<file path="src/rtl/ccw_executor.sv">
// ccw_executor: runs one channel command word on the parallel channel.
// It starts the channel, passes up to `count` bytes between the host streams
// and the channel, raises stop when the count is used up, and reports the
// final status, condition code, residual count and incorrect-length flag.
module ccw_executor #(
  parameter int unsigned ACTIVE_TIMEOUT = 64
) (
  input  logic        clk,
  input  logic        reset,
  // CCW from host
  input  logic [7:0]  ccw_addr,
  input  logic [7:0]  ccw_command,
  input  logic [15:0] ccw_count,
  input  logic        ccw_valid,
  output logic        ccw_ready,
  // host data streams
  input  logic [7:0]  host_tx_tdata,
  input  logic        host_tx_tvalid,
  output logic        host_tx_tready,
  output logic [7:0]  host_rx_tdata,
  output logic        host_rx_tvalid,
  input  logic        host_rx_tready,
  // completion report
  output logic        result_valid,
  output logic [7:0]  result_status,
  output logic [1:0]  result_cc,
  output logic [15:0] result_residual,
  output logic        result_il,
  // channel control
  output logic [7:0]  chan_addr,
  output logic [7:0]  chan_command,
  output logic        chan_start,
  output logic        chan_stop,
  input  logic        chan_active,
  input  logic [1:0]  chan_condition_code,
  input  logic [7:0]  chan_status_tdata,
  input  logic        chan_status_tvalid,
  // channel data streams
  output logic [7:0]  chan_send_tdata,
  output logic        chan_send_tvalid,
  input  logic        chan_send_tready,
  input  logic [7:0]  chan_recv_tdata,
  input  logic        chan_recv_tvalid,
  output logic        chan_recv_tready
);

  localparam int unsigned TIMER_W = $clog2(ACTIVE_TIMEOUT + 1);
  localparam int unsigned COUNT_W = 16;
  localparam int unsigned BYTE_W  = 8;

  typedef enum logic [2:0] {
    S_IDLE,
    S_START,
    S_WAIT_ACTIVE,
    S_RUN,
    S_DONE
  } state_t;

  state_t               state_q;
  state_t               state_d;
  logic [COUNT_W-1:0]   remaining_q;
  logic [COUNT_W-1:0]   remaining_d;
  logic [BYTE_W-1:0]    status_q;
  logic [BYTE_W-1:0]    status_d;
  logic                 long_q;
  logic                 long_d;
  logic [TIMER_W-1:0]   timer_q;
  logic [TIMER_W-1:0]   timer_d;
  logic                 accept;
  logic                 timeout_hit;
  logic                 send_beat;
  logic                 recv_beat;
  logic [1:0]           beat_cnt;
  logic [1:0]           cc_d;
  logic                 il_d;

  assign accept      = (state_q == S_IDLE) && ccw_valid;
  assign timeout_hit = (state_q == S_WAIT_ACTIVE) && !chan_active &&
                       (timer_q == TIMER_W'(ACTIVE_TIMEOUT));

  // State register
  always_ff @(posedge clk) begin
    if (reset) begin
      state_q <= S_IDLE;
    end else begin
      state_q <= state_d;
    end
  end

  // Next-state logic
  always_comb begin
    state_d = state_q;
    case (state_q)
      S_IDLE:        if (ccw_valid) state_d = S_START;
      S_START:       state_d = S_WAIT_ACTIVE;
      S_WAIT_ACTIVE: begin
        if (chan_active)      state_d = S_RUN;
        else if (timeout_hit) state_d = S_DONE;
      end
      S_RUN:         if (!chan_active) state_d = S_DONE;
      S_DONE:        state_d = S_IDLE;
      default:       state_d = S_IDLE;
    endcase
  end

  // Stream steering, handshakes and next values of the datapath registers
  always_comb begin
    ccw_ready        = 1'b0;
    chan_send_tvalid = 1'b0;
    chan_send_tdata  = '0;
    host_tx_tready   = 1'b0;
    host_rx_tvalid   = 1'b0;
    host_rx_tdata    = '0;
    chan_recv_tready = 1'b0;
    send_beat        = 1'b0;
    recv_beat        = 1'b0;
    beat_cnt         = '0;
    remaining_d      = remaining_q;
    status_d         = status_q;
    long_d           = long_q;
    timer_d          = timer_q;
    case (state_q)
      S_IDLE: begin
        ccw_ready = 1'b1;
        if (ccw_valid) begin
          remaining_d = ccw_count;
          status_d    = '0;
          long_d      = 1'b0;
          timer_d     = '0;
        end
      end
      S_START, S_WAIT_ACTIVE: begin
        timer_d = timer_q + TIMER_W'(1);
      end
      S_RUN: begin
        if (remaining_q != '0) begin
          chan_send_tvalid = host_tx_tvalid;
          chan_send_tdata  = host_tx_tdata;
          host_tx_tready   = chan_send_tready;
          host_rx_tvalid   = chan_recv_tvalid;
          host_rx_tdata    = chan_recv_tdata;
          chan_recv_tready = host_rx_tready;
          send_beat        = host_tx_tvalid && chan_send_tready;
          recv_beat        = chan_recv_tvalid && host_rx_tready;
        end else if (chan_send_tready || chan_recv_tvalid) begin
          // device still wants data after the count ran out
          long_d = 1'b1;
        end
        beat_cnt = {1'b0, send_beat} + {1'b0, recv_beat};
        if (remaining_q > COUNT_W'(beat_cnt)) begin
          remaining_d = remaining_q - COUNT_W'(beat_cnt);
        end else begin
          remaining_d = '0;
        end
        if (chan_status_tvalid) status_d = chan_status_tdata;
      end
      default: ;
    endcase
    cc_d = timeout_hit ? 2'd3 : chan_condition_code;
    il_d = long_d | ((remaining_d != '0) && (cc_d == 2'd0));
  end

  // Datapath and registered outputs
  always_ff @(posedge clk) begin
    if (reset) begin
      remaining_q     <= '0;
      status_q        <= '0;
      long_q          <= 1'b0;
      timer_q         <= '0;
      chan_addr       <= '0;
      chan_command    <= '0;
      chan_start      <= 1'b0;
      chan_stop       <= 1'b0;
      result_valid    <= 1'b0;
      result_status   <= '0;
      result_cc       <= '0;
      result_residual <= '0;
      result_il       <= 1'b0;
    end else begin
      remaining_q  <= remaining_d;
      status_q     <= status_d;
      long_q       <= long_d;
      timer_q      <= timer_d;
      chan_start   <= (state_d == S_START);
      chan_stop    <= (state_d == S_RUN) && (remaining_d == '0);
      result_valid <= (state_d == S_DONE);
      if (accept) begin
        chan_addr    <= ccw_addr;
        chan_command <= ccw_command;
      end
      if (state_d == S_DONE) begin
        result_status   <= status_d;
        result_cc       <= cc_d;
        result_residual <= remaining_d;
        result_il       <= il_d;
      end
    end
  end

endmodule

</file>
<file path="config.mk">
export PLATFORM = sky130hd
export DESIGN_NAME = ccw_executor
export DESIGN_NICKNAME = d
export VERILOG_FILES = /design/src/rtl/ccw_executor.sv
export SDC_FILE = /design/constraint.sdc
export NUM_CORES = 1
export LEC_CHECK = 0
export ABC_AREA = 1
export ABC_CLOCK_PERIOD_IN_PS = 3450
export CAP_MARGIN = 15
export CORE_MARGIN = 4
export CORE_UTILIZATION = 42
export DETAILED_ROUTE_END_ITERATION = 7
export PLACE_DENSITY_LB_ADDON = 0.12
export RECOVER_POWER = 100
export SYNTH_ARGS = -nofsm -noshare
export SYNTH_HDL_FRONTEND = slang
export SYNTH_SLANG_ARGS = --single-unit
export TNS_END_PERCENT = 100
</file>
<file path="constraint.sdc">
create_clock -name clk -period 3.45 [get_ports clk]
set_input_delay 0.345 -clock clk [delete_from_list [all_inputs] [get_ports clk]]
set_output_delay 0.345 -clock clk [all_outputs]
set_load 0.01 [all_outputs]
</file>
==> metrics.md, run 1 <==
| Metric | Value |
|---|---|
| Status | complete, no violations |
| Part of the cycle the worst path needs | 90.5% |
| Netlist Area Pre-Place | 4220 um2 |
| Layout Nets | 809 |
| Synthesized Nets | 688 |
| Dpl cell area | 5610 um2 |
| Final core occ | 59.2% |
| Final instance area | 5790 um2 |
| Fill cell count | 936 |
| Register area share after synthesis | 38.4% |
| I/O Buffers | 133 |
| Sw frac | 32.3% |
| Total grt overflow | 0 |
| Hold Crit Class | reg2reg |
| Max-slew violations | 0 |
| Setup TNS | 0 ns |
| WP data required | 3.72 ns |
| Clock network fraction of total power | 31.2% |
| Routability cong. | 0.861 |
| Crit path DAT | 3.39 ns |
| Hold slack | 0.463 ns |
| Part of the power in registers | 41.2% |
| Power Internal | 1.69 mW |
| Mean routed wirelength per cell | 13.2 um |
| Htree depth | 3 |
| Post-place setup slack | 0.216 ns |
| Largest net degree at the start of global routing | 47 |
| Final setup viols | 0 |
| Postcts setup bufs | 0 |
| Placed instance count | 858 |
| Seq cells post-synth | 81 |
| Clk Latency, worst-skew pair | 0.34 ns |
| RSZ-0062 raised after global routing | no |
| Number of global-route vias before repair | 3940 |
| Initial DRT Pass Iterations | 6 |
| Initial antenna violation count | 0 |
| Slew of the pin with the lowest slew margin | 1.34 ns |
| Initial DRC count | 295 |
| Synth-to-Final Area Change | 37.3% |
| Part of the power in combinational logic | 27.6% |
| Fin crit period | 3.12 ns |
| First-pass GRT wire length | 18600 um |
| Clk pin slew, worst setup/hold paths | 0.09 ns |
| CP Capture Type | flop |
| Post-DR vias/cell | 4.77 |
| CTS tree | done |
| Fmax | 320 MHz |
| Synthesis Warnings | 0 |
| Leakage | 2.68 nW |
| Hold-fix buffers, CTS | 0 |
| Initial core utilization | 43.2% |
| Post-Syn Instances | 615 |
| Most frequent cells in the layout | nand2_1, dfxtp_1, inv_1, nor2_1, dlygate4sd3_1 |
| Unique masters post-synth | 39 |
| Net Sw Power | 806 uW |
| DRC violation count after routing | 0 |
| Slew Limit Headroom | 10.1% |
| Syn avg cell area | 6.86 um2 |
| Max incr delay on CP | 0.41 ns |
| CP delay by family, top | simple AND/OR/NAND/NOR gates |
| CTS resizes | 0 |
| Largest fanout on the critical path | 9 |
| DPL Wire Length | 8670 um |
| Setup crit start kind | flop |
| Number of clock sinks | 81 |
| Die Wd | 108 um |
| DIE AREA | 11700 um2 |
| Critical-path top delay cell | fa_2 |
| Commonest non-fill, non-tap cell in the layout | nand2_1 |
| Via count | 4168 |
| Antenna cells | 0 |
| Crit path buf inv count | 0 |
| Crit path kind | reg2reg |
| Die H | 108 um |
| Cell chain of the critical path | nor2_1 -> nand2_2 -> nor2_4 -> nand2_1 -> nor2_2 -> nor3_1 -> ha_1 -> ha_1 -> fa_2 -> nand2_4 -> nand2_2 -> nand3_4 -> nand2_8 -> nor2_1 -> nor2_4 -> nand2_1 -> nor2_1 -> nand3_2 -> nand2_1 -> a21oi_1 |
| CTS Buffer Depth | 2 |
| Core ar. | 9770 um2 |
| Final Hold Fails | 0 |
| Final wirelength | 11500 um |
| Root Driver | clkbuf_8 |
| Maxcap violations | 0 |
| FP Rows | 36 |
| Cell Count, Final, Fillers Out | 874 |
| Clock skew | 0.00891 ns |
| Number of buffers created by CTS | 9 |
| Maximum vdd ir drop | 302 uV |
| Tot Pwr | 2.50 mW |
| Final worst slack | 0.328 ns |
| Power Dens Cells | 431 nW/um2 |
| Layout cell share with drive strength beyond 1 | 7.29% |
| I/O Pins | 134 |
| Post-DRT Antenna Nets | 0 |
| GRT Total Usage | 19.9% |
-- state kept, by name, summed over array words and instances (netlist names) --
register and count:
result_residual 16, chan_stop 1, chan_command 8, long_q 1, remaining_q 16, timer_q 7, result_il 1, chan_start 1
status_q 8, state_q 3, result_cc 2, chan_addr 8, result_status 8, result_valid 1
-- worst register-to-register path, cell delays in order, from the launching register on --
cell and delay [ns]:
dfxtp_1 0.34, nor2_1 0.18, nand2_2 0.10, nor2_4 0.14
nand2_1 0.08, nor2_2 0.13, nor3_1 0.06, ha_1 0.30
ha_1 0.22, fa_2 0.41, nand2_4 0.12, nand2_2 0.08
nand3_4 0.16, nand2_8 0.09, nor2_1 0.21, nor2_4 0.06
nand2_1 0.07, nor2_1 0.05, nand3_2 0.07, nand2_1 0.05
a21oi_1 0.12
-- power groups by stage --
stage	combinational [mW]	clock, mW	sequential, mW
2_1_floorplan	0.459	0	1.06
3_3_place_gp	0.710	0	1.05
3_5_place_dp	0.714	0	1.05
4_1_cts	0.719	0.799	1.03
5_1_grt	0.775	0.836	1.04
6_report	0.688	0.780	1.03
-- cells in the mapped netlist --
cell type | instances | share of area [%]
nand2_1 | 159 | 14
dfxtp_1 | 81 | 38
inv_1 | 77 | 6.9
nor2_1 | 67 | 6.0
a21oi_1 | 39 | 4.6
nand3_1 | 31 | 3.7
o21ai_0 | 29 | 3.4
o211ai_1 | 19 | 3.4
nor2_2 | 13 | 1.9
o21ai_1 | 13 | 1.5
clkbuf_1 | 12 | 1.1
buf_2 | 9 | 1.1
inv_2 | 9 | 0.80
nor2_4 | 9 | 2.4
nor3_1 | 7 | 0.83
ha_1 | 5 | 1.5
xor2_1 | 4 | 0.83
nand2_2 | 3 | 0.45
nand3_4 | 3 | 1.2
buf_4 | 2 | 0.36
buf_6 | 2 | 0.53
nand2_4 | 2 | 0.53
nand3b_1 | 2 | 0.36
o21ai_2 | 2 | 0.42
o21bai_1 | 2 | 0.36
a311oi_1 | 1 | 0.21
buf_1 | 1 | 0.089
clkinv_4 | 1 | 0.21
fa_1 | 1 | 0.47
inv_4 | 1 | 0.15
nand2_8 | 1 | 0.47
nand3_2 | 1 | 0.24
nand3b_2 | 1 | 0.27
nand4_1 | 1 | 0.15
nand4_2 | 1 | 0.30
nor3b_1 | 1 | 0.18
nor4_1 | 1 | 0.15
o22ai_1 | 1 | 0.15
o311a_1 | 1 | 0.24
-- logic make-up (layout without fill, tap and decap cells) --
kind of cell | Yosys count | in the layout | share of synthesized area, %
flops | 81 | 81 | 38.4
xor+xnor | 4 | 4 | 0.831
fa+ha+maj | 6 | 6 | 1.96
simple gates | 303 | 303 | 33.3
compound gates | 107 | 107 | 14.4
buf+inv | 114 | 240 | 11.1
-- area by class of cell --
type / count / area [um2] / share of cell area [%]
Multi-Input combinational cell: 420 / 2090 / 36.1
Sequential cell: 81 / 1620 / 28.0
Timing Repair Buffer: 136 / 1350 / 23.3
Inverter: 88 / 338 / 5.83
Tap cell: 133 / 166 / 2.87
Clock buffer: 10 / 138 / 2.38
Clock inverter: 6 / 91.3 / 1.58
-- path summary, 6_finish.rpt --
path,startpoint,to,slack [ns],depth (start not counted)
max,remaining_q[11],result_il,0.33,20
min,chan_addr[1],chan_addr[1],0.46,2
min reg2reg,chan_addr[1],chan_addr[1],0.46,2
max reg2reg,remaining_q[11],result_il,0.33,20
-- metal layers --
metal  vias to the layer above  wire, um  track usage (%)  share of wire [%]
li1                       2189         -                -                  -
met4                         0        93             4.87               0.81
met1                      1872      5070             25.9                 44
met5                         -         0                0                  0
met3                         6       768             5.07                6.7
met2                       101      5590             33.2                 48
(Power assumes the default switching activity.)
==> inputs of run 2 (changes only) <==
--- a/config.mk
+++ b/config.mk
@@ -6,10 +6,10 @@
 export NUM_CORES = 1
 export LEC_CHECK = 0
 export ABC_AREA = 1
-export ABC_CLOCK_PERIOD_IN_PS = 3450
+export ABC_CLOCK_PERIOD_IN_PS = 3250
 export CAP_MARGIN = 15
 export CORE_MARGIN = 4
-export CORE_UTILIZATION = 42
+export CORE_UTILIZATION = 45
 export DETAILED_ROUTE_END_ITERATION = 7
 export PLACE_DENSITY_LB_ADDON = 0.12
 export RECOVER_POWER = 100
==> constraint.sdc (replaced) <==
create_clock -name clk -period 3.25 [get_ports clk]
set_input_delay 0.325 -clock clk [delete_from_list [all_inputs] [get_ports clk]]
set_output_delay 0.325 -clock clk [all_outputs]
set_load 0.01 [all_outputs]
==> metrics.md, run 2 (synthesis gave the netlist of run 1 again) <==
| Metric | Value |
|---|---|
| Initial core utilization | 45.9% |
| Layout Nets | 820 |
| Initial DRT Pass Iterations | 4 |
| Commonest non-fill, non-tap cell in the layout | nand2_1 |
| Via count | 4233 |
| Crit path buf inv count | 0 |
| Number of cells on the critical path | 20 |
| Fmax | 326 MHz |
| CTS Buffer Depth | 2 |
| Fin crit period | 3.07 ns |
| Power Dens Cells | 457 nW/um2 |
| Initial DRC count | 227 |
| Die Wd | 105 um |
| Maxcap violations | 0 |
| Hold slack | 0.464 ns |
| Max-slew violations | 0 |
| Clk Latency, worst-skew pair | 0.35 ns |
| Critical-path top delay cell | fa_2 |
| DRC violation count after routing | 0 |
| First-pass GRT wire length | 18900 um |
| Routability cong. | 0.876 |
| Hold Crit Class | reg2reg |
| Tot Pwr | 2.72 mW |
| Slew Limit Headroom | 21.8% |
| Final Hold Fails | 0 |
| Final core occ | 64.7% |
| Post-DR vias/cell | 4.90 |
| Crit path launch | remaining_q[5] |
| Top cell by count, worst path | nor2_4 |
| Most frequent cells in the layout | nand2_1, dfxtp_1, inv_1, clkdlybuf4s50_1, dlygate4sd3_1 |
| Htree depth | 3 |
| Number of clock sinks | 81 |
| CP Capture Type | flop |
| Largest fanout on the critical path | 5 |
| I/O Pins | 134 |
| Post-DRT Antenna Nets | 0 |
| FP Rows | 35 |
| Worst r2r src | remaining_q[5] |
| Antenna cells | 0 |
| Maximum vdd ir drop | 306 uV |
| Layout cell share with drive strength beyond 1 | 10.8% |
| DPL Wire Length | 8420 um |
| Final wirelength | 11600 um |
| Clock skew | 0.00933 ns |
| Placed instance count | 840 |
| CP delay by family, top | simple AND/OR/NAND/NOR gates |
| Final setup viols | 0 |
| GRT Total Usage | 20.7% |
| Setup TNS | 0 ns |
| Clk pin slew, worst setup/hold paths | 0.09 ns |
| Setup crit start kind | flop |
| I/O Buffers | 133 |
| Path depth of the worst reg2reg path | 20 |
| Root Driver | clkbuf_8 |
| Synth-to-Final Area Change | 41.1% |
| Max incr delay on CP | 0.42 ns |
| Initial antenna violation count | 0 |
| Die H | 105 um |
| Part of the cycle the worst path needs | 94.5% |
| Cell chain of the critical path | nor2_4 -> nand2_2 -> nor2_4 -> nand2_1 -> nor2_4 -> nor3_1 -> ha_1 -> ha_2 -> fa_2 -> nand2_4 -> nand2_2 -> nand3_4 -> nand2_8 -> nor2_4 -> nor2_4 -> nand2_1 -> nor2_2 -> nand3_2 -> nand2_1 -> a21oi_1 |
| Leakage | 2.71 nW |
| Number of buffers created by CTS | 9 |
| Total grt overflow | 0 |
| WP data required | 3.53 ns |
| Hold-fix buffers, CTS | 0 |
| Largest net degree at the start of global routing | 47 |
| Biggest regs | remaining_q x16, result_residual x16 |
| Crit path kind | reg2reg |
| Crit path DAT | 3.36 ns |
| CTS tree | done |
| Slew of the pin with the lowest slew margin | 1.17 ns |
| DIE AREA | 11000 um2 |
| Hold path startpoint | chan_command[2] |
| Status | complete, no violations |
| Hold Path Depth | 2 |
| Cell Count, Final, Fillers Out | 863 |
| Mean routed wirelength per cell | 13.4 um |
| Core ar. | 9200 um2 |
| Number of global-route vias before repair | 3909 |
[run 2: cell types whose count changed in the layout (fill, tap and decap cells not counted), moves of 3 or more]
cell / before / now
nor2_4: 9 / 17
nor2_2: 3 / 10
buf_4: 1 / 9
clkbuf_1: 1 / 4
nor2_1: 77 / 62
[run 2: through the flow]
step,setup WS [ns],cell area [um2]
final,0.179,5950
after global routing,-0.0152,5950
after CTS,0.0821,5840
after detailed placement,0.00485,5620
after global placement,0.154,5620
after floorplan,0.00437,4220
[run 2: layer usage]
layer	wire [um]	up-vias	track usage, %
met5	0	-	0
met4	123	0	6.37
met3	945	9	5.50
met2	5310	132	33.5
met1	5180	1883	27.1
li1	-	2209	-
[run 2: final cells by class]
cell class	instances	area (um2)
fill	820	3250
multi-input combinational	422	2220
sequential	81	1620
timing repair buffer	145	1410
inverter	88	338
tap	111	139
clock buffer	10	128
clock inverter	6	92.6
[run 2: what timing repair did]
item | CTS | global route
setup buffers | 0 | 5
gates cloned | 0 | 2
gates resized for setup | 1 | 20
pin swaps | 0 | 9
endpoints found under the setup margin | 1 | 3
[run 2: path summary, 6_finish.rpt]
kind                                         to  slack, ns
worst min register to register  chan_command[2]       0.46
worst min-delay path            chan_command[2]       0.46
worst max register to register        result_il       0.18
worst max-delay path                  result_il       0.18
[run 2: worst register-to-register path: cells and delay by family (launching register included)]
kind / cells / cell delay [ns]
simple gates: 16 / 1.65
compound gates: 1 / 0.12
fa+ha+maj: 3 / 0.91
flops: 1 / 0.36
[run 2: power by group]
group	switching [mW]	total (mW)	internal [mW]	leakage (nW)
Combinational	0.492	0.815	0.323	1.95
Clock	0.375	0.811	0.436	0.103
Sequential	0.0439	1.09	1.05	0.659
Total	0.911	2.72	1.81	2.71
==> inputs of run 3 (changes only) <==
--- a/config.mk
+++ b/config.mk
@@ -9,7 +9,7 @@
 export ABC_CLOCK_PERIOD_IN_PS = 3250
 export CAP_MARGIN = 15
 export CORE_MARGIN = 4
-export CORE_UTILIZATION = 45
+export CORE_UTILIZATION = 47
 export DETAILED_ROUTE_END_ITERATION = 7
 export PLACE_DENSITY_LB_ADDON = 0.12
 export RECOVER_POWER = 100
==> metrics.md, run 3 (synthesis gave the netlist of run 1 again) <==
| Metric | Value |
|---|---|
| Leakage | 2.69 nW |
| Post-DR vias/cell | 4.95 |
| Final instance area | 5820 um2 |
| Number of buffers created by CTS | 9 |
| Htree depth | 3 |
| Core ar. | 8720 um2 |
| Final Hold Fails | 0 |
| Fmax | 320 MHz |
| Biggest regs | remaining_q x16, result_residual x16 |
| Setup crit start kind | flop |
| Met1 GRT Util | 28.2% |
| Routability cong. | 0.879 |
| Slew of the pin with the lowest slew margin | 2.06 ns |
| Final worst slack | 0.127 ns |
| Initial core utilization | 48.4% |
| Failing checks | capacitance limit, slew limit |
| DRC violation count after routing | 0 |
| Gr busiest metal | met2 |
| Final core occ | 66.7% |
| Die H | 103 um |
| Maxcap violations | 1 |
| GRT Total Usage | 21.3% |
| Initial DRC count | 197 |
| Status | finished, violations left |
| Clk pin slew, worst setup/hold paths | 0.09 ns |
| DIE AREA | 10600 um2 |
| Part of the cycle the worst path needs | 96.1% |
| Area of the multi-input gates | 2140 um2 |
| Antenna cells | 0 |
| Layout cell share with drive strength beyond 1 | 9.64% |
| Hold slack | 0.462 ns |
| FP Rows | 34 |
| Clock skew | 0.0129 ns |
| Crit path DAT | 3.36 ns |
| Post-place setup slack | 0.0190 ns |
| Fill cell count | 786 |
| Grt met3 use | 5.07% |
| GRT met2 Usage | 34.2% |
| Synth-to-Final Area Change | 37.9% |
| I/O Pins | 134 |
| Mean routed wirelength per cell | 13.2 um |
| Number of clock sinks | 81 |
| Initial DRT Pass Iterations | 4 |
| Final setup viols | 0 |
| I/O Buffers | 133 |
| Cell chain of the critical path | nor2_4 -> nand2_2 -> nor2_4 -> nand2_1 -> nor2_2 -> nor3_1 -> ha_1 -> ha_1 -> fa_2 -> buf_4 -> xor2_1 -> nand3_1 -> nand2_1 -> nor2_1 -> nand2_1 -> nor2_2 -> nand3_2 -> nand2_1 -> a21oi_1 |
| Fin crit period | 3.12 ns |
| CTS tree | done |
| Post-DRT Antenna Nets | 0 |
| DPL Wire Length | 8470 um |
| Critical-path top delay cell | fa_2 |
| Power Dens Cells | 449 nW/um2 |
| Placed instance count | 838 |
| Via count | 4234 |
| Die Wd | 103 um |
| Reg area | 1620 um2 |
| Setup TNS | 0 ns |
| WP data required | 3.48 ns |
| First-pass GRT wire length | 18100 um |
| Largest net degree at the start of global routing | 47 |
| CP Capture Type | flop |
| Dpl cell area | 5620 um2 |
| Initial antenna violation count | 0 |
| Layout Nets | 815 |
| Slew Limit Headroom | -37.3% |
| Root Driver | clkbuf_8 |
| Max incr delay on CP | 0.43 ns |
| Top cell by count, worst path | nand2_1 |
| Cell Count, Final, Fillers Out | 855 |
| Final wirelength | 11300 um |
| Most frequent cells in the layout | nand2_1, dfxtp_1, inv_1, dlygate4sd3_1, clkdlybuf4s50_1 |
| Number of global-route vias before repair | 3853 |
| Max-slew violations | 47 |
| Total grt overflow | 0 |
| Tot Pwr | 2.61 mW |
| Commonest non-fill, non-tap cell in the layout | nand2_1 |
| Maximum vdd ir drop | 317 uV |
| Hold Crit Class | reg2reg |
| Clk Latency, worst-skew pair | 0.35 ns |
| CTS Buffer Depth | 2 |
| Largest fanout on the critical path | 4 |
| Crit path kind | reg2reg |
run 3: cell count changes in the layout (fill, tap and decap cells not counted), moves of 2 or more:
cell      before  now
buf_4          9    5
clkinv_4       3    1
inv_6          0    3
nand3_2        3    1
nor2_1        62   65
nor2_2        10   15
nor2_4        17    9
run 3: area by class of cell:
type / instances / share of cell area, %
clock buffers: 9 / 2.13
repair buffers: 142 / 23.8
multi-input cells: 420 / 36.8
well taps: 108 / 2.32
clock inverters: 7 / 1.31
flip-flops and latches: 81 / 27.9
inverters: 88 / 5.81
run 3: path summary, 6_finish.rpt:
path             startpoint      endpoint  slack (ns)  cells past startpoint
max          remaining_q[9]     result_il        0.13                     19
min            chan_addr[6]  chan_addr[6]        0.46                      2
max reg2reg  remaining_q[9]     result_il        0.13                     19
min reg2reg    chan_addr[6]  chan_addr[6]        0.46                      2
run 3: power breakdown:
part,internal (mW),total (mW),switching (mW)
clock,0.362,0.753,0.391
sequential,1.05,1.09,0.0419
combinational,0.307,0.768,0.461
run 3: repair_timing:
item,4_1_cts,5_1_grt
gates resized for setup,1,5
hold buffers,0,0
setup endpoints to repair,1,1
endpoints found under the hold margin,0,0
setup buffers,0,1
pin swaps,0,2
run 3: worst max-delay path: cells and delay by family, from the launching register on:
kind / cells / cell delay [ns]
flops: 1 / 0.37
buf+inv: 1 / 0.16
compound gates: 1 / 0.05
simple gates: 13 / 1.34
xor+xnor: 1 / 0.14
fa+ha+maj: 3 / 0.94
run 3: routing by layer:
metal,part of all wire [%],up-vias
met1,44,1888
met5,0,-
met3,8.0,13
met2,46,131
met4,1.2,0
li1,-,2202
==> RTL change 1, RTL diff (flow settings as in run 3) <==
Encoding of `state_t`: now Gray code (3 bits for 5 states).
--- a/src/rtl/ccw_executor.sv
+++ b/src/rtl/ccw_executor.sv
@@ -49,11 +49,11 @@
   localparam int unsigned BYTE_W  = 8;
 
   typedef enum logic [2:0] {
-    S_IDLE,
-    S_START,
-    S_WAIT_ACTIVE,
-    S_RUN,
-    S_DONE
+    S_IDLE        = 3'b000,
+    S_START       = 3'b001,
+    S_WAIT_ACTIVE = 3'b011,
+    S_RUN         = 3'b010,
+    S_DONE        = 3'b110
   } state_t;
 
   state_t               state_q;
Behaviour: no difference found for any inputs over 10 cycles, from zero or initial values and one cycle with reset high; not proved beyond that.
==> RTL change 1 against run 3 <==
Sequential share of layout area shrank 0.13 points. Setup slack better by 0.035 ns. Sequential cell count is the same. Cell area rose by 0.45%. Synthesized area down 1.6%. Total power rose by 10%. Combinational power is 45% higher. Routed wire length grew 3.7%. Largest cell class unchanged.
==> RTL change 1: results (changes against run 3) <==
----------------------------------------------------
[Timing]
  Final setup skew ... 0.0135 ns (was 0.0129 ns)
  Transition time of the tightest slew-check pin ... 1.06 ns (was 2.06 ns)
  Slew Limit Fails ... 0 (was 47)

[Global routing]
  Pin count of the biggest net entering global routing ... 52 (was 47)
  GRT Util Overall ... 22.0% (was 21.3%)
  Global-route wire length before repair ... 18.2 mm (was 18.1 mm)

[Routing]
  Via count of the routed design ... 4326 (was 4234)
  Vias per std cell ... 4.94 (was 4.95)
  Detailed-routing iteration count for the pre-antenna-repair pass ... 5 (was 4)
  DR WL/cell ... 13.4 µm (was 13.2 µm)
  DRC violations left ... 0 (unchanged)
  DRC violation total after the first TritonRoute iteration ... 341 (was 197)

[Outcome]
  Result of the run ... complete, no violations (was finished with violations)

[Synth]
  Ys flop type ... sky130_fd_sc_hd__dfxtp_1 (unchanged)
  Mean cell area of the mapped netlist ... 6.62 µm² (was 6.86 µm²)
  Register area share after synthesis ... 39.1% (was 38.4%)
  Cell variety after synth ... 34 (was 39)
  Most numerous cell types in the synthesized netlist ... 170 x sky130_fd_sc_hd__nand2_1, 83 x sky130_fd_sc_hd__nor2_1, 81 x sky130_fd_sc_hd__dfxtp_1 (was 159 x sky130_fd_sc_hd__nand2_1, 81 x sky130_fd_sc_hd__dfxtp_1, 77 x sky130_fd_sc_hd__inv_1)
  Nets in the synthesized netlist ... 700 (was 688)
  Top area cells in the synthesized netlist ... sky130_fd_sc_hd__dfxtp_1 39%, sky130_fd_sc_hd__nand2_1 15%, sky130_fd_sc_hd__nor2_1 7.5% (was sky130_fd_sc_hd__dfxtp_1 38%, sky130_fd_sc_hd__nand2_1 14%, sky130_fd_sc_hd__inv_1 6.9%)

[Placed design]
  Routability-driven placement congestion ratio ... 0.913 (was 0.879)
  Number of placed instances with taps included ... 856 (was 838)
  Instance area after placement ... 0.00558 mm² (was 0.00562 mm²)
  Post-detail-place hpwl ... 8.77 mm (was 8.47 mm)
  Placement-stage worst setup slack ... -0.00378 ns (was 0.0190 ns)

[Cells and area]
  Number of filler instances in the final layout ... 759 (was 786)
  Area added between synthesis and finish ... 40.8% (was 37.9%)
  Share of cells above drive strength 1 ... 10.7% (was 9.64%)
  Nets ... 836 (was 815)

[Power and ir drop]
  Highest ir drop seen on vdd ... 0.316 mV (was 0.317 mV)
  Static leakage ... 2.67 nW (was 2.69 nW)

[Critical path]
  Arr. time, crit path ... 3.32 ns (was 3.36 ns)
  Cell with the largest stage delay on the worst path ... sky130_fd_sc_hd__fa_2 (unchanged)

[CTS]
  Number of H-tree levels ... 3 (unchanged)
  Clock transition at the registers of the reported paths ... 0.07 ns (was 0.09 ns)

----------------------------------------------------
==> RTL change 1: path summary, 6_finish.rpt <==
kind                    from              end  cells after the start  slack, ns
max           remaining_q[6]        result_il                     21       0.16
max reg2reg   remaining_q[6]        result_il                     21       0.16
min          chan_command[5]  chan_command[5]                      2       0.46
min reg2reg  chan_command[5]  chan_command[5]                      2       0.46
==> RTL change 1: cell families (layout without fill, tap and decap cells) <==
logic type | Yosys count | in the layout | share of synthesized area, %
xor gates and xnor gates | 5 | 5 | 1.06
DFF | 81 | 81 | 39.1
adders and majority gates | 6 | 6 | 1.99
AOI/OAI and AO/OA | 105 | 105 | 14.2
buffers and inverters | 116 | 255 | 11.4
and+or+nand+nor | 314 | 316 | 32.3
==> RTL change 1: repair_timing <==
action,4_1_cts,5_1_grt
setup endpoints to repair,1,11
pin swaps,0,7
resized for setup,1,23
cloned,0,2
buffers inserted,0,2
==> RTL change 1: layout make-up <==
class | count | area share (%)
clock buffers | 11 | 2.25
well taps | 108 | 2.31
clock inverters | 5 | 0.557
repair buffers | 149 | 24.8
multi-input cells | 432 | 36.6
flip-flops and latches | 81 | 27.8
inverters | 90 | 5.78
==> RTL change 1: report_power, final <==
group / switching [mW] / internal [mW] / total [mW]
combinational: 0.663 / 0.445 / 1.11
clock: 0.363 / 0.275 / 0.639
sequential: 0.0587 / 1.08 / 1.14
==> RTL change 1: layer usage <==
metal  vias to the layer above  part of all wire, %  routed length (µm)  track usage [%]
met5                         -                    0                   0                0
met4                         0                 0.89                 104             5.25
met3                         8                  8.7                1020             5.19
met2                       157                   47                5450             34.5
met1                      1923                   44                5150             31.0
li1                       2238                    -                   -                -
==> RTL change 2, RTL diff (config.mk and constraints of run 3) <==
Without the edit above. Change the parameter `ACTIVE_TIMEOUT` from 64 to 128.
--- a/src/rtl/ccw_executor.sv
+++ b/src/rtl/ccw_executor.sv
@@ -3,7 +3,7 @@
 // and the channel, raises stop when the count is used up, and reports the
 // final status, condition code, residual count and incorrect-length flag.
 module ccw_executor #(
-  parameter int unsigned ACTIVE_TIMEOUT = 64
+  parameter int unsigned ACTIVE_TIMEOUT = 128
 ) (
   input  logic        clk,
   input  logic        reset,
Formal check against the unedited RTL: same outputs for any inputs over 10 cycles, from zero or initial values and one cycle with reset high; that may be too few to reach the edited logic, so the function may still have changed.
==> RTL change 2 against run 3 <==
Routed wire length is 4.8% higher. Total power hardly changed. First-iteration DRC count is 5.6% lower. The flow still finishes with violations (capacitance limit, slew limit). Sequential cell count is 1 higher. Largest power group unchanged. Setup slack worse by 0.014 ns. Synthesized area is 1.8% lower. Global-route usage is 1.4 points higher. Cell area is 1.2% higher.
==> RTL change 2: results (changes against run 3) <==
----------------------------------------------------
[Synth]
  Top area cells in the synthesized netlist ... sky130_fd_sc_hd__dfxtp_1 40%, sky130_fd_sc_hd__nand2_1 14%, sky130_fd_sc_hd__nor2_1 7.6% (was sky130_fd_sc_hd__dfxtp_1 38%, sky130_fd_sc_hd__nand2_1 14%, sky130_fd_sc_hd__inv_1 6.9%)
  Nets in the synthesized netlist ... 664 (was 688)
  Register area share after synthesis ... 39.6% (was 38.4%)

[Timing]
  Slew Limit Fails ... 49 (was 47)
  Transition time of the tightest slew-check pin ... 2.31 ns (was 2.06 ns)

[Outcome]
  Result of the run ... finished with violations (unchanged)
  Violated checks ... capacitance limit, slew limit (unchanged)

[Power and ir drop]
  Net Switching ... 0.912 mW (was 0.894 mW)
  Highest ir drop seen on vdd ... 0.322 mV (was 0.317 mV)
  Static leakage ... 2.64 nW (was 2.69 nW)

[Placed design]
  Number of placed instances with taps included ... 814 (was 838)
  Placement-stage worst setup slack ... -0.0410 ns (was 0.0190 ns)
  Routability-driven placement congestion ratio ... 0.912 (was 0.879)
  Instance area after placement ... 0.00557 mm² (was 0.00562 mm²)
  Post-detail-place hpwl ... 8.66 mm (was 8.47 mm)

[Cells and area]
  Number of filler instances in the final layout ... 709 (was 786)
  Share of cells above drive strength 1 ... 12.4% (was 9.64%)

[Global routing]
  Global-route wire length before repair ... 18.8 mm (was 18.1 mm)

[Routing]
  Overall routed net length ... 11.8 mm (was 11.3 mm)
  DRC violation total after the first TritonRoute iteration ... 186 (was 197)
  DR WL/cell ... 14.1 µm (was 13.2 µm)
  Via count of the routed design ... 4254 (was 4234)

[Run]
  Max-Cap Viols ... 1 (unchanged)

[Critical path]
  Arr. time, crit path ... 3.42 ns (was 3.36 ns)
  Largest fanout of any net on the critical path ... 5 (was 4)

----------------------------------------------------
[RTL change 2: final cells by class]
class                   count  area, µm²  share of cell area [%]
clock buffers              10        128                    2.17
clock inverters             6       50.0                   0.850
inverters                  73        277                    4.70
multi-input cells         411       2180                    37.1
flip-flops and latches     82       1650                    28.0
well taps                 105        131                    2.23
repair buffers            152       1470                    25.0
[RTL change 2: layer usage]
layer	part of all wire [%]	global-route usage (%)
met1	43	28.0
met4	1.3	8.58
met5	0	0
met2	47	38.8
met3	9.0	5.12
[RTL change 2: worst max-delay path, stage by stage, from the launching register on]
cell                      delay (ns)
sky130_fd_sc_hd__dfxtp_1        0.39
sky130_fd_sc_hd__nor2_4         0.16
sky130_fd_sc_hd__nand3_2        0.13
sky130_fd_sc_hd__nor4_4         0.24
sky130_fd_sc_hd__nor3_1         0.08
sky130_fd_sc_hd__ha_1           0.35
sky130_fd_sc_hd__ha_4           0.19
sky130_fd_sc_hd__fa_2           0.47
sky130_fd_sc_hd__buf_4          0.17
sky130_fd_sc_hd__xor2_1         0.13
sky130_fd_sc_hd__nand3_1        0.10
sky130_fd_sc_hd__nand2_1        0.08
sky130_fd_sc_hd__nor2_1         0.09
sky130_fd_sc_hd__nand2_1        0.09
sky130_fd_sc_hd__nor2_2         0.12
sky130_fd_sc_hd__nand3_2        0.10
sky130_fd_sc_hd__nor3b_2        0.19
[RTL change 2: cell families (layout without fill, tap and decap cells)]
family          count (synthesis)  in the layout  share of synthesized area (%)
compound gates                 91             91                           13.1
xor+xnor                        5              5                           1.06
fa+ha+maj                       6              6                           1.99
buf+inv                        98            241                           9.67
flops                          82             82                           39.6
mux                             8              8                           2.18
simple gates                  301            301                           32.4
[RTL change 2: final timing paths]
kind	end	slack, ns	depth (start not counted)
max	chan_stop	0.11	16
min	chan_command[4]	0.46	2
max reg2reg	chan_stop	0.11	16
min reg2reg	chan_command[4]	0.46	2
[RTL change 2: timing repair]
| action | in CTS | in global routing |
|---|---|---|
| resized for setup | 3 | 26 |
| setup buffers | 1 | 8 |
| pin swaps | 2 | 18 |
| endpoints found under the setup margin | 2 | 3 |
[RTL change 2: power groups by stage]
stage / registers [mW] / clock network [mW] / logic (mW)
2_1_floorplan: 1.14 / 0 / 0.461
3_3_place_gp: 1.13 / 0 / 0.742
3_5_place_dp: 1.13 / 0 / 0.753
4_1_cts: 1.11 / 0.691 / 0.770
5_1_grt: 1.12 / 0.725 / 0.911
6_report: 1.11 / 0.681 / 0.823
